===== config.mk =====
export PLATFORM = sky130hd
export DESIGN_NAME = mem_wr_arb_flat
export DESIGN_NICKNAME = d
export VERILOG_FILES = /design/src/rtl/mem_wr_arb_pkg.sv /design/src/rtl/mem_wr_arb_if.sv /design/src/rtl/mem_wr_arb_wr_fifo.sv /design/src/rtl/mem_wr_arb.sv /design/src/flat_wrapper.sv
export SDC_FILE = /design/constraint.sdc
export NUM_CORES = 1
export LEC_CHECK = 0
export CAP_MARGIN = 0
export CORE_MARGIN = 2
export CORE_UTILIZATION = 34
export DETAILED_ROUTE_END_ITERATION = 12
export SETUP_SLACK_MARGIN = 0.05
export SYNTH_ARGS = -nofsm -noshare
export SYNTH_HDL_FRONTEND = slang
export SYNTH_SLANG_ARGS = --single-unit

===== constraint.sdc =====
create_clock -name clk -period 11.9 [get_ports clk]
set_clock_uncertainty 0.1 [all_clocks]
set_input_delay 3.57 -clock clk [delete_from_list [all_inputs] [get_ports clk]]
set_output_delay 3.57 -clock clk [all_outputs]
set_load 0.02 [all_outputs]

===== src/rtl/mem_wr_arb_pkg.sv =====
// mem_wr_arb_pkg: shared widths, write-request record and grant helper for the memory write arbiter
package mem_wr_arb_pkg;
  localparam int ALEN = 16;
  localparam int XLEN = 16;
  typedef struct packed {
    logic [ALEN-1:0] addr;
    logic [XLEN-1:0] data;
    logic [1:0]      be;
  } wr_req_t;
  typedef enum logic {GNT0 = 1'b0, GNT1 = 1'b1} grant_t;
  function automatic grant_t next_grant(logic v0, logic v1, grant_t last);
    return (v0 && v1) ? (last == GNT0 ? GNT1 : GNT0) : (v1 ? GNT1 : GNT0);
  endfunction
endpackage


===== src/rtl/mem_wr_arb_if.sv =====
// mem_wr_arb_if: two requester write channels plus the memory write port and busy flag
interface mem_wr_arb_if;
  import mem_wr_arb_pkg::*;
  logic            req0_valid;
  logic            req0_ready;
  logic [ALEN-1:0] req0_addr;
  logic [XLEN-1:0] req0_data;
  logic [1:0]      req0_be;
  logic            req1_valid;
  logic            req1_ready;
  logic [ALEN-1:0] req1_addr;
  logic [XLEN-1:0] req1_data;
  logic [1:0]      req1_be;
  logic [ALEN-1:0] mem_wr_addr;
  logic [XLEN-1:0] mem_wr_data;
  logic [1:0]      mem_wr_en;
  logic            busy;
  modport master (
    output req0_valid, req0_addr, req0_data, req0_be,
    output req1_valid, req1_addr, req1_data, req1_be,
    input  req0_ready, req1_ready, mem_wr_addr, mem_wr_data, mem_wr_en, busy
  );
  modport slave (
    input  req0_valid, req0_addr, req0_data, req0_be,
    input  req1_valid, req1_addr, req1_data, req1_be,
    output req0_ready, req1_ready, mem_wr_addr, mem_wr_data, mem_wr_en, busy
  );
endinterface


===== src/rtl/mem_wr_arb_wr_fifo.sv =====
// wr_fifo: in-order queue of write requests with wrap-bit pointers for full/empty
module wr_fifo
  import mem_wr_arb_pkg::*;
#(
  parameter int DEPTH = 2
) (
  input  logic    clk,
  input  logic    reset,
  input  logic    push,
  input  logic    pop,
  input  wr_req_t din,
  output wr_req_t head,
  output logic    empty,
  output logic    full
);
  localparam int AW = $clog2(DEPTH);
  wr_req_t      store [DEPTH];
  logic [AW:0]  wr_ptr, rd_ptr;
  assign empty = wr_ptr == rd_ptr;
  assign full  = (wr_ptr[AW] != rd_ptr[AW]) && (wr_ptr[AW-1:0] == rd_ptr[AW-1:0]);
  assign head  = store[rd_ptr[AW-1:0]];
  // advance pointers; callers never push when full nor pop when empty
  always_ff @(posedge clk) begin
    if (reset) begin
      wr_ptr <= '0;
      rd_ptr <= '0;
    end else begin
      if (push) wr_ptr <= wr_ptr + 1'b1;
      if (pop) rd_ptr <= rd_ptr + 1'b1;
    end
  end
  // entry storage needs no reset: empty pointers mask stale contents
  always_ff @(posedge clk) begin
    if (push) store[wr_ptr[AW-1:0]] <= din;
  end
endmodule


===== src/rtl/mem_wr_arb.sv =====
// mem_wr_arb: round-robin arbiter draining two request queues into a registered memory write stage
module mem_wr_arb
  import mem_wr_arb_pkg::*;
#(
  parameter int DEPTH = 2
) (
  input  logic        clk,
  input  logic        reset,
  mem_wr_arb_if.slave bus
);
  wr_req_t in0, in1, head0, head1, win, stage;
  logic    empty0, empty1, full0, full1, push0, push1, pop0, pop1, any, stage_valid;
  grant_t  last_grant, sel;
  assign in0   = '{addr: bus.req0_addr, data: bus.req0_data, be: bus.req0_be};
  assign in1   = '{addr: bus.req1_addr, data: bus.req1_data, be: bus.req1_be};
  assign push0 = bus.req0_valid && !full0 && |bus.req0_be;
  assign push1 = bus.req1_valid && !full1 && |bus.req1_be;
  wr_fifo #(.DEPTH(DEPTH)) q0 (
    .clk(clk), .reset(reset), .push(push0), .pop(pop0), .din(in0),
    .head(head0), .empty(empty0), .full(full0)
  );
  wr_fifo #(.DEPTH(DEPTH)) q1 (
    .clk(clk), .reset(reset), .push(push1), .pop(pop1), .din(in1),
    .head(head1), .empty(empty1), .full(full1)
  );
  // choose one valid head, alternating only when both contend
  always_comb begin
    any  = !empty0 || !empty1;
    sel  = next_grant(!empty0, !empty1, last_grant);
    pop0 = any && sel == GNT0;
    pop1 = any && sel == GNT1;
    win  = sel == GNT1 ? head1 : head0;
  end
  // write stage reloads every cycle; grant history moves only on a grant
  always_ff @(posedge clk) begin
    if (reset) begin
      last_grant  <= GNT1;
      stage_valid <= 1'b0;
      stage       <= '0;
    end else begin
      stage_valid <= any;
      if (any) begin
        stage      <= win;
        last_grant <= sel;
      end
    end
  end
  assign bus.req0_ready  = !full0;
  assign bus.req1_ready  = !full1;
  assign bus.mem_wr_addr = stage.addr;
  assign bus.mem_wr_data = stage.data;
  assign bus.mem_wr_en   = stage_valid ? stage.be : 2'b00;
  assign bus.busy        = any || stage_valid;
endmodule


===== src/flat_wrapper.sv =====
// flat-port wrapper written by rule: the top's interface ports become plain ports
module mem_wr_arb_flat import mem_wr_arb_pkg::*;
#(
  parameter int DEPTH = 2
)
  (clk, reset, bus_req0_valid, bus_req0_addr, bus_req0_data, bus_req0_be, bus_req1_valid, bus_req1_addr, bus_req1_data, bus_req1_be, bus_req0_ready, bus_req1_ready, bus_mem_wr_addr, bus_mem_wr_data, bus_mem_wr_en, bus_busy);
  mem_wr_arb_if bus_i ();
  input  logic clk;
  input  logic reset;
  input wire logic [$bits(bus_i.req0_valid)-1:0] bus_req0_valid;
  input wire logic [$bits(bus_i.req0_addr)-1:0] bus_req0_addr;
  input wire logic [$bits(bus_i.req0_data)-1:0] bus_req0_data;
  input wire logic [$bits(bus_i.req0_be)-1:0] bus_req0_be;
  input wire logic [$bits(bus_i.req1_valid)-1:0] bus_req1_valid;
  input wire logic [$bits(bus_i.req1_addr)-1:0] bus_req1_addr;
  input wire logic [$bits(bus_i.req1_data)-1:0] bus_req1_data;
  input wire logic [$bits(bus_i.req1_be)-1:0] bus_req1_be;
  output wire logic [$bits(bus_i.req0_ready)-1:0] bus_req0_ready;
  output wire logic [$bits(bus_i.req1_ready)-1:0] bus_req1_ready;
  output wire logic [$bits(bus_i.mem_wr_addr)-1:0] bus_mem_wr_addr;
  output wire logic [$bits(bus_i.mem_wr_data)-1:0] bus_mem_wr_data;
  output wire logic [$bits(bus_i.mem_wr_en)-1:0] bus_mem_wr_en;
  output wire logic [$bits(bus_i.busy)-1:0] bus_busy;
  assign bus_i.req0_valid = bus_req0_valid;
  assign bus_i.req0_addr = bus_req0_addr;
  assign bus_i.req0_data = bus_req0_data;
  assign bus_i.req0_be = bus_req0_be;
  assign bus_i.req1_valid = bus_req1_valid;
  assign bus_i.req1_addr = bus_req1_addr;
  assign bus_i.req1_data = bus_req1_data;
  assign bus_i.req1_be = bus_req1_be;
  assign bus_req0_ready = bus_i.req0_ready;
  assign bus_req1_ready = bus_i.req1_ready;
  assign bus_mem_wr_addr = bus_i.mem_wr_addr;
  assign bus_mem_wr_data = bus_i.mem_wr_data;
  assign bus_mem_wr_en = bus_i.mem_wr_en;
  assign bus_busy = bus_i.busy;
  mem_wr_arb #(.DEPTH(DEPTH)) u_core (.clk(clk), .reset(reset), .bus(bus_i));
endmodule

; ---- Word-level counts from Yosys, hierarchy flattened
; Memory sizes are Yosys's and may differ from the RTL's. A register that Yosys moved wholly into a read port is not among the register bits.
; Index checks and enable logic that the tools add are counted.
[op_classes]
n_lt_le_gt_ge = 0
n_bitwise = 1
div = 0
mul = 0
n_eq_ne = 6
add_sub_neg = 4
shift = 0
mux = 13
reduce_logical = 17
[ops]
columns = operator, n
row1 = $mux 34, 1
row2 = $mux 1, 11
row3 = $logic_and 1x1->1, 9
row4 = $add 2x1->2 const B, 4
row5 = $eq 2x2->1, 2
row6 = $logic_not 1->1, 4
row7 = $reduce_or 2->1, 2
row8 = $eq 1x1->1, 2
row9 = $logic_or 1x1->1, 2
row10 = $mux 2, 1
row11 = $ne 1x1->1, 2
row12 = $not 1->1, 1
[totals]
in_bits = 72
regBits = 44
output_inout_bits = 37
mem_bits_ro = 0
elab_cells = 52
latch_bits = 0
mem_bits_rw = 136
mem_count = 2
[memory_table]
columns = memory, depth, word_bits, read_ports, rd_ports_with_merged_regs, write_ports, line
row1 = u_core.q0.store, 2, 34, 1, 1, 1, mem_wr_arb_wr_fifo.sv:17  ; wr_req_t store [DEPTH];
row2 = u_core.q1.store, 2, 34, 1, 1, 1, mem_wr_arb_wr_fifo.sv:17

; ---- Logic depth before layout (Yosys ltp)
; Gate-level depths: netlist of run 1.
[logic_depth]
word_depth = 8
depth_mapped = 7
depth_no_buf = 4

; ---- Modules after synthesis
; Synthesis of run 1 repeated with hierarchy kept, for this count alone.
[hier_totals]
hier_cells = 417
area_unflattened_um2 = 7425.9
[by_module_without_submodules]
columns = mod, n_inst, seq_area_each_um2, area_each_um2, cells_each
row1 = wr_fifo, 2, 2142.1, 2825.2, 128
row2 = mem_wr_arb, 1, 720.7, 1775.5, 161

; ---- Worst setup path after synthesis of run 1
; No wires, ideal clock.
[synth_timing]
kind = input to register
start = input port bus_req1_be[1]
end = memory u_core.q1.store[1][0] in the netlist's numbering (enable)
t_required_ns = 11.318
path_stages = 2
setup_ns = 0.482
n_path_buf = 0
setup_slack_ns = 4.953
arrival_time_ns = 6.365
path_cell_list = o21ai_0 > a211oi_1
[synth_between]
elab_chain_cells = 4
[synth_rtl]
columns = item, line
row1 = start: declaration, flat_wrapper.sv:17  ; input wire logic [$bits(bus_i.req1_be)-1:0] bus_req1_be;
row2 = $reduce_or 2->1, mem_wr_arb.sv:17  ; assign push1 = bus.req1_valid && !full1 && |bus.req1_be;
row3 = $logic_and 1x1->1, mem_wr_arb.sv:17
row4 = $mux 1, mem_wr_arb_wr_fifo.sv:34  ; if (push) store[wr_ptr[AW-1:0]] <= din;
row5 = $mux 1 (not written as such), mem_wr_arb_wr_fifo.sv:34
row6 = end: declaration, mem_wr_arb_wr_fifo.sv:17
; No other way between the ends.

; ---- Worst setup path in the final report of run 1
[layout_timing]
start = register u_core.q0.rd_ptr[0]
end = output port bus_busy
[layout_between]
elab_chain_cells = 4
[layout_rtl]
columns = item, line
row1 = start: declaration, mem_wr_arb_wr_fifo.sv:18  ; logic [AW:0] wr_ptr, rd_ptr;
row2 = start signal: assignment, mem_wr_arb_wr_fifo.sv:29  ; if (pop) rd_ptr <= rd_ptr + 1'b1;
row3 = $eq 2x2->1, mem_wr_arb_wr_fifo.sv:19  ; assign empty = wr_ptr == rd_ptr;
row4 = $logic_not 1->1, mem_wr_arb.sv:28  ; any = !empty0 || !empty1;
row5 = $logic_or 1x1->1, mem_wr_arb.sv:28
row6 = $logic_or 1x1->1, mem_wr_arb.sv:53  ; assign bus.busy = any || stage_valid;
row7 = end: declaration, flat_wrapper.sv:23  ; output wire logic [$bits(bus_i.busy)-1:0] bus_busy;
; No other way between the ends.

==> results.txt, run 1 <==
status = finished, final reports clean
top cell type by total area after synthesis = edfxtp_1
Cell Pwr Density = 221 mW/mm^2
Placed Cells = 765
final period utilization = 0.534
Worst-Margin Slew = 1.18 ns
unrepaired setup endpoints after global routing = false
clk sinks = 182
GRT Util Overall = 0.136
Cell Count, Final, Fillers Out = 797
PortBufs = 108
initial core utilization = 0.344
Die X = 149 um
top cells by area, synth = edfxtp_1 (57%), dfxtp_1 (13%), mux2i_1 (9.5%)
# H-tree levels = 4
initial antenna violation count = 1
Synth top area share = 0.569
Static Leak = 2.87 nW
Synth Instances = 436
Max Clock Freq = 157 MHz
#FFs+latches synth = 182
CTS max path bufs = 2
commonest non-fill, non-tap cell in the layout = edfxtp_1
root buf cell = clkbuf_16
cts hold-fix bufs = 0
Worst Path Max Fanout = 35
Peak VDD IR = 142 uV
final setup fails = 0
nets@finish = 581
grt ovf = 0
I/O pin count = 109
total die area = 0.0223 mm^2
ratio of cells with drive above 1 in the final layout = 0.148
mapped cell area = 0.00718 mm^2
Max Cap Viol = 0
area of the multi-input gates = 0.00183 mm^2
routability cong. = 0.720
Antenna Cells = 0
FP Rows = 53
# resized after CTS = 0
# fillers = 1861
worst skew pair latency = 0.43 ns
Post-DRT Antenna Nets = 0
pre-CTS setup slack = 5.79 ns
Die H = 149 um
final wirelength = 14700 um
Mean Syn Cell Area = 16.5 um^2
CTS tree = yes
Syn Nets = 508
register cell area after layout = 0.00501 mm^2
dpl hpwl = 9490 um
WP data required = 8.23 ns
crit path DAT = 2.69 ns
Seq/Total Area, Yosys = 0.697
largest net degree at the start of global routing = 51
worst hold margin = 0.419 ns
First-pass DRT Iterations = 4
min Tclk post-route = 6.36 ns
DRC viols = 0
TritonCTS Buffers = 17
Core Box Area = 0.0209 mm^2
Yosys cell types = 30
Fin. Hold Viols = 0
CP Launch Type = register
synthesis-to-layout area growth = 23.8%
Slew Limit Fails = 0
vias in the first global route = 4050
synth warn = 0
Reg clk slew, reported paths = 0.06 ns
most frequent cells in the layout = edfxtp_1 (136), clkdlybuf4s50_1 (107), mux2i_1 (68)
Hold Path Class = reg2reg
initial DRC count = 203
drt wl/cell = 18.4 um
PnR worst setup slack = 5.54 ns
nature of the critical path endpoint = output pin
post-layout util = 0.425
vias per cell = 4.74
first-pass GRT wire length = 22400 um
Max transition margin = 0.215
Total Negative Setup Slacks = 0 ns
postcts setup bufs = 0
via count = 3779
Setup CP Type = reg2out
[power breakdown]
group          switching (W)  internal (W)  total, W
registers          0.0000867      0.000798  0.000885
clock network       0.000226      0.000329  0.000555
logic               0.000289      0.000234  0.000523
total               0.000602       0.00136   0.00196
[kinds of logic after synthesis]
logic type	count (synthesis)	share of synthesized area
XOR/XNOR	11	0.0134
buffers and inverters	62	0.0540
AO/OA/AOI/OAI	52	0.0823
multiplexers	71	0.0995
flip-flops	182	0.697
AND/OR/NAND/NOR	58	0.0533
[synth_stat cells]
cell type    n
and4_1       1
xnor2_1      8
a211oi_1     2
nand3b_1    32
o31ai_1      1
mux2i_1     68
or3_1        1
o22ai_1      1
xor2_1       3
nand3_1      1
mux2_2       3
buf_6        4
a21boi_0     1
buf_4       32
o221ai_1     5
o21ai_1      1
edfxtp_1   136
nor2b_1      2
clkbuf_1    17
nand2b_1     3
buf_2        4
or4_1        3
inv_1        5
and2_1       5
a21oi_1      6
nor2_1       7
nand2_1      3
dfxtp_1     46
o221ai_2    30
o21ai_0      5
[cell type report]
class | count | area share
multi-input combinational | 192 | 0.206
timing repair buffer | 111 | 0.124
tap | 275 | 0.0387
sequential | 182 | 0.564
clock inverter | 14 | 0.0179
clock buffer | 18 | 0.0483
inverter | 5 | 0.00211
[path summary, 6_finish.rpt]
path / startpoint / endpoint / slack [ns] / cells after the start
worst max-delay path: u_core.q0.rd_ptr[0] / bus_busy / 5.54 / 4
worst min-delay path: u_core.bus.mem_wr_addr[11] / u_core.bus.mem_wr_addr[11] / 0.42 / 2
worst max register to register: u_core.q0.rd_ptr[0] / u_core.bus.mem_wr_addr[11] / 9.27 / 4
worst min register to register: u_core.bus.mem_wr_addr[11] / u_core.bus.mem_wr_addr[11] / 0.42 / 2
[critical path, stage by stage (launching register included)]
cell	delay, ns
dfxtp_1	0.38
xnor2_1	0.39
and4_2	0.82
nand2b_1	0.11
clkdlybuf4s50_1	0.56
[through the flow]
stage	power (W)	area, um^2
after floorplan	0.00128	7180
after global placement	0.00142	8290
after detailed placement	0.00143	8290
after CTS	0.00199	8880
after global routing	0.00205	8880
final	0.00196	8880
[registers in the layout, indices dropped and copies added, names as in the netlist, named ones only]
register / count
u_core.stage_valid: 1
u_core.q1.rd_ptr: 2
u_core.q0.store: 68
u_core.q1.store: 68
u_core.bus.mem_wr_addr: 16
u_core.bus.mem_wr_data: 16
u_core.q1.wr_ptr: 2
u_core.q0.wr_ptr: 2
u_core.q0.rd_ptr: 2
u_core.last_grant: 1
u_core.stage: 2
[metal layers]
metal / GRT usage / wire, um / up-vias
met4: 0.0581 / 315 / 2
met5: 0 / 13 / -
met1: 0.159 / 6080 / 1866
met3: 0.0376 / 699 / 22
met2: 0.234 / 7560 / 83
li1: - / - / 1806
(Power assumes the default switching activity.)
==> run 2: changes to the inputs <==
==> constraint.sdc (replaced) <==
create_clock -name clk -period 5.3 [get_ports clk]
set_clock_uncertainty 0.1 [all_clocks]
set_input_delay 1.59 -clock clk [delete_from_list [all_inputs] [get_ports clk]]
set_output_delay 1.59 -clock clk [all_outputs]
set_load 0.02 [all_outputs]
==> run 2 against run 1 <==
Effect of this change: sequential share of layout area stayed put; non-clock buffer count is 1 higher; clock power is 120% higher; cell count is 0.25% higher; via count is 0.56% higher; power is 120% higher; worst hold slack worse by 0.0095 ns; critical path type unchanged.
==> results.txt, run 2 (synthesized netlist as in run 1, its figures left out) <==
commonest non-fill, non-tap cell in the layout = edfxtp_1
Worst Path Max Fanout = 35
Cell Pwr Density = 494 mW/mm^2
placed inst area = 0.00830 mm^2
Crit path max-delay family = buffers and inverters
via count = 3800
Placed Cells = 766
final setup fails = 0
CTS max path bufs = 2
min Tclk post-route = 4.21 ns
Max Clock Freq = 238 MHz
FP Rows = 53
PortBufs = 108
Max Cap Viol = 0
largest net degree at the start of global routing = 51
worst-path cell chain = xnor2_1 > and4_2 > buf_4 > nand2b_1 > clkdlybuf4s50_1
Core Box Area = 0.0209 mm^2
First-pass DRT Iterations = 4
initial DRC count = 219
DRC viols = 0
WP data required = 3.61 ns
worst skew pair latency = 0.42 ns
vias in the first global route = 4080
total die area = 0.0223 mm^2
crit path DAT = 2.52 ns
Die X = 149 um
Peak VDD IR = 309 uV
first-pass GRT wire length = 22900 um
postcts setup bufs = 0
Setup CP Type = reg2out
CP max stage delay = 0.55 ns
Static Leak = 2.87 nW
dpl hpwl = 9710 um
Hold Path Class = reg2reg
GRT Util Overall = 0.139
# resized after CTS = 0
Max transition margin = 0.220
Die H = 149 um
final period utilization = 0.794
Fin. Hold Viols = 0
clk sinks = 182
initial core utilization = 0.344
TritonCTS Buffers = 17
Cell Count, Final, Fillers Out = 799
Design Area, Final = 0.00888 mm^2
I/O pin count = 109
ratio of cells with drive above 1 in the final layout = 0.151
cts hold-fix bufs = 0
routability cong. = 0.753
# H-tree levels = 4
Reg clk slew, reported paths = 0.07 ns
Total Negative Setup Slacks = 0 ns
synthesis-to-layout area growth = 23.8%
status = finished, final reports clean
Worst-Margin Slew = 1.17 ns
Post-DRT Antenna Nets = 0
unrepaired setup endpoints after global routing = false
final wirelength = 15000 um
Slew Limit Fails = 0
initial antenna violation count = 1
drt wl/cell = 18.8 um
CP Launch Type = register
CP Buf/Inv Count = 2
CTS tree = yes
most frequent cells in the layout = edfxtp_1 (136), clkdlybuf4s50_1 (107), mux2i_1 (68)
nature of the critical path endpoint = output pin
nets@finish = 582
vias per cell = 4.76
CP max-delay cell = clkdlybuf4s50_1
root buf cell = clkbuf_16
grt ovf = 0
==> run 2: path summary, 6_finish.rpt <==
check / from / end / slack (ns) / depth (start not counted)
setup / recovery: u_core.q0.rd_ptr[0] / bus_busy / 1.09 / 5
hold / removal: u_core.bus.mem_wr_addr[12] / u_core.bus.mem_wr_addr[12] / 0.41 / 2
setup reg to reg: u_core.q0.rd_ptr[0] / u_core.bus.mem_wr_addr[12] / 2.65 / 4
hold reg to reg: u_core.bus.mem_wr_addr[12] / u_core.bus.mem_wr_addr[12] / 0.41 / 2
==> run 2: worst register-to-register path, cell delays in order, from the launching register on <==
cell      delay, ns
dfxtp_1        0.49
xnor2_1        0.21
a21boi_0       0.51
or3_2          0.94
o221ai_1       0.24
==> run 2: metal layers <==
| layer | global-route usage | vias up | part of all wire |
|---|---|---|---|
| met4 | 0.0624 | 0 | 0.021 |
| met3 | 0.0327 | 16 | 0.036 |
| met2 | 0.245 | 77 | 0.54 |
| met1 | 0.160 | 1910 | 0.41 |
| met5 | 0 | - | 0 |
| li1 | - | 1797 | - |
==> run 2: cell type report <==
cell class | instances | area [um^2]
fill | 1873 | 12000
antenna | 1 | 2.50
clock buffer | 21 | 480
inverter | 5 | 18.8
clock inverter | 11 | 97.6
multi-input combinational | 192 | 1830
tap | 275 | 344
timing repair buffer | 112 | 1110
sequential | 182 | 5010
==> run 2: report_power, final <==
part | switching, W | internal [W] | total, W | leakage, nW
logic | 0.000653 | 0.000533 | 0.00119 | 0.936
registers | 0.000198 | 0.00179 | 0.00199 | 1.64
clock network | 0.000515 | 0.000697 | 0.00121 | 0.289
total | 0.00137 | 0.00302 | 0.00439 | 2.87
==> run 2: per-stage QoR <==
stage           util  total power, W  setup WS (ns)  hold slack [ns]
3_5_place_dp   0.397         0.00323           1.35            0.396
4_1_cts        0.425         0.00445           1.05            0.414
5_1_grt        0.425         0.00461          0.935            0.448
6_report       0.425         0.00439           1.09            0.410
2_1_floorplan      -         0.00286          0.333            0.368
3_3_place_gp   0.397         0.00319           1.44            0.386
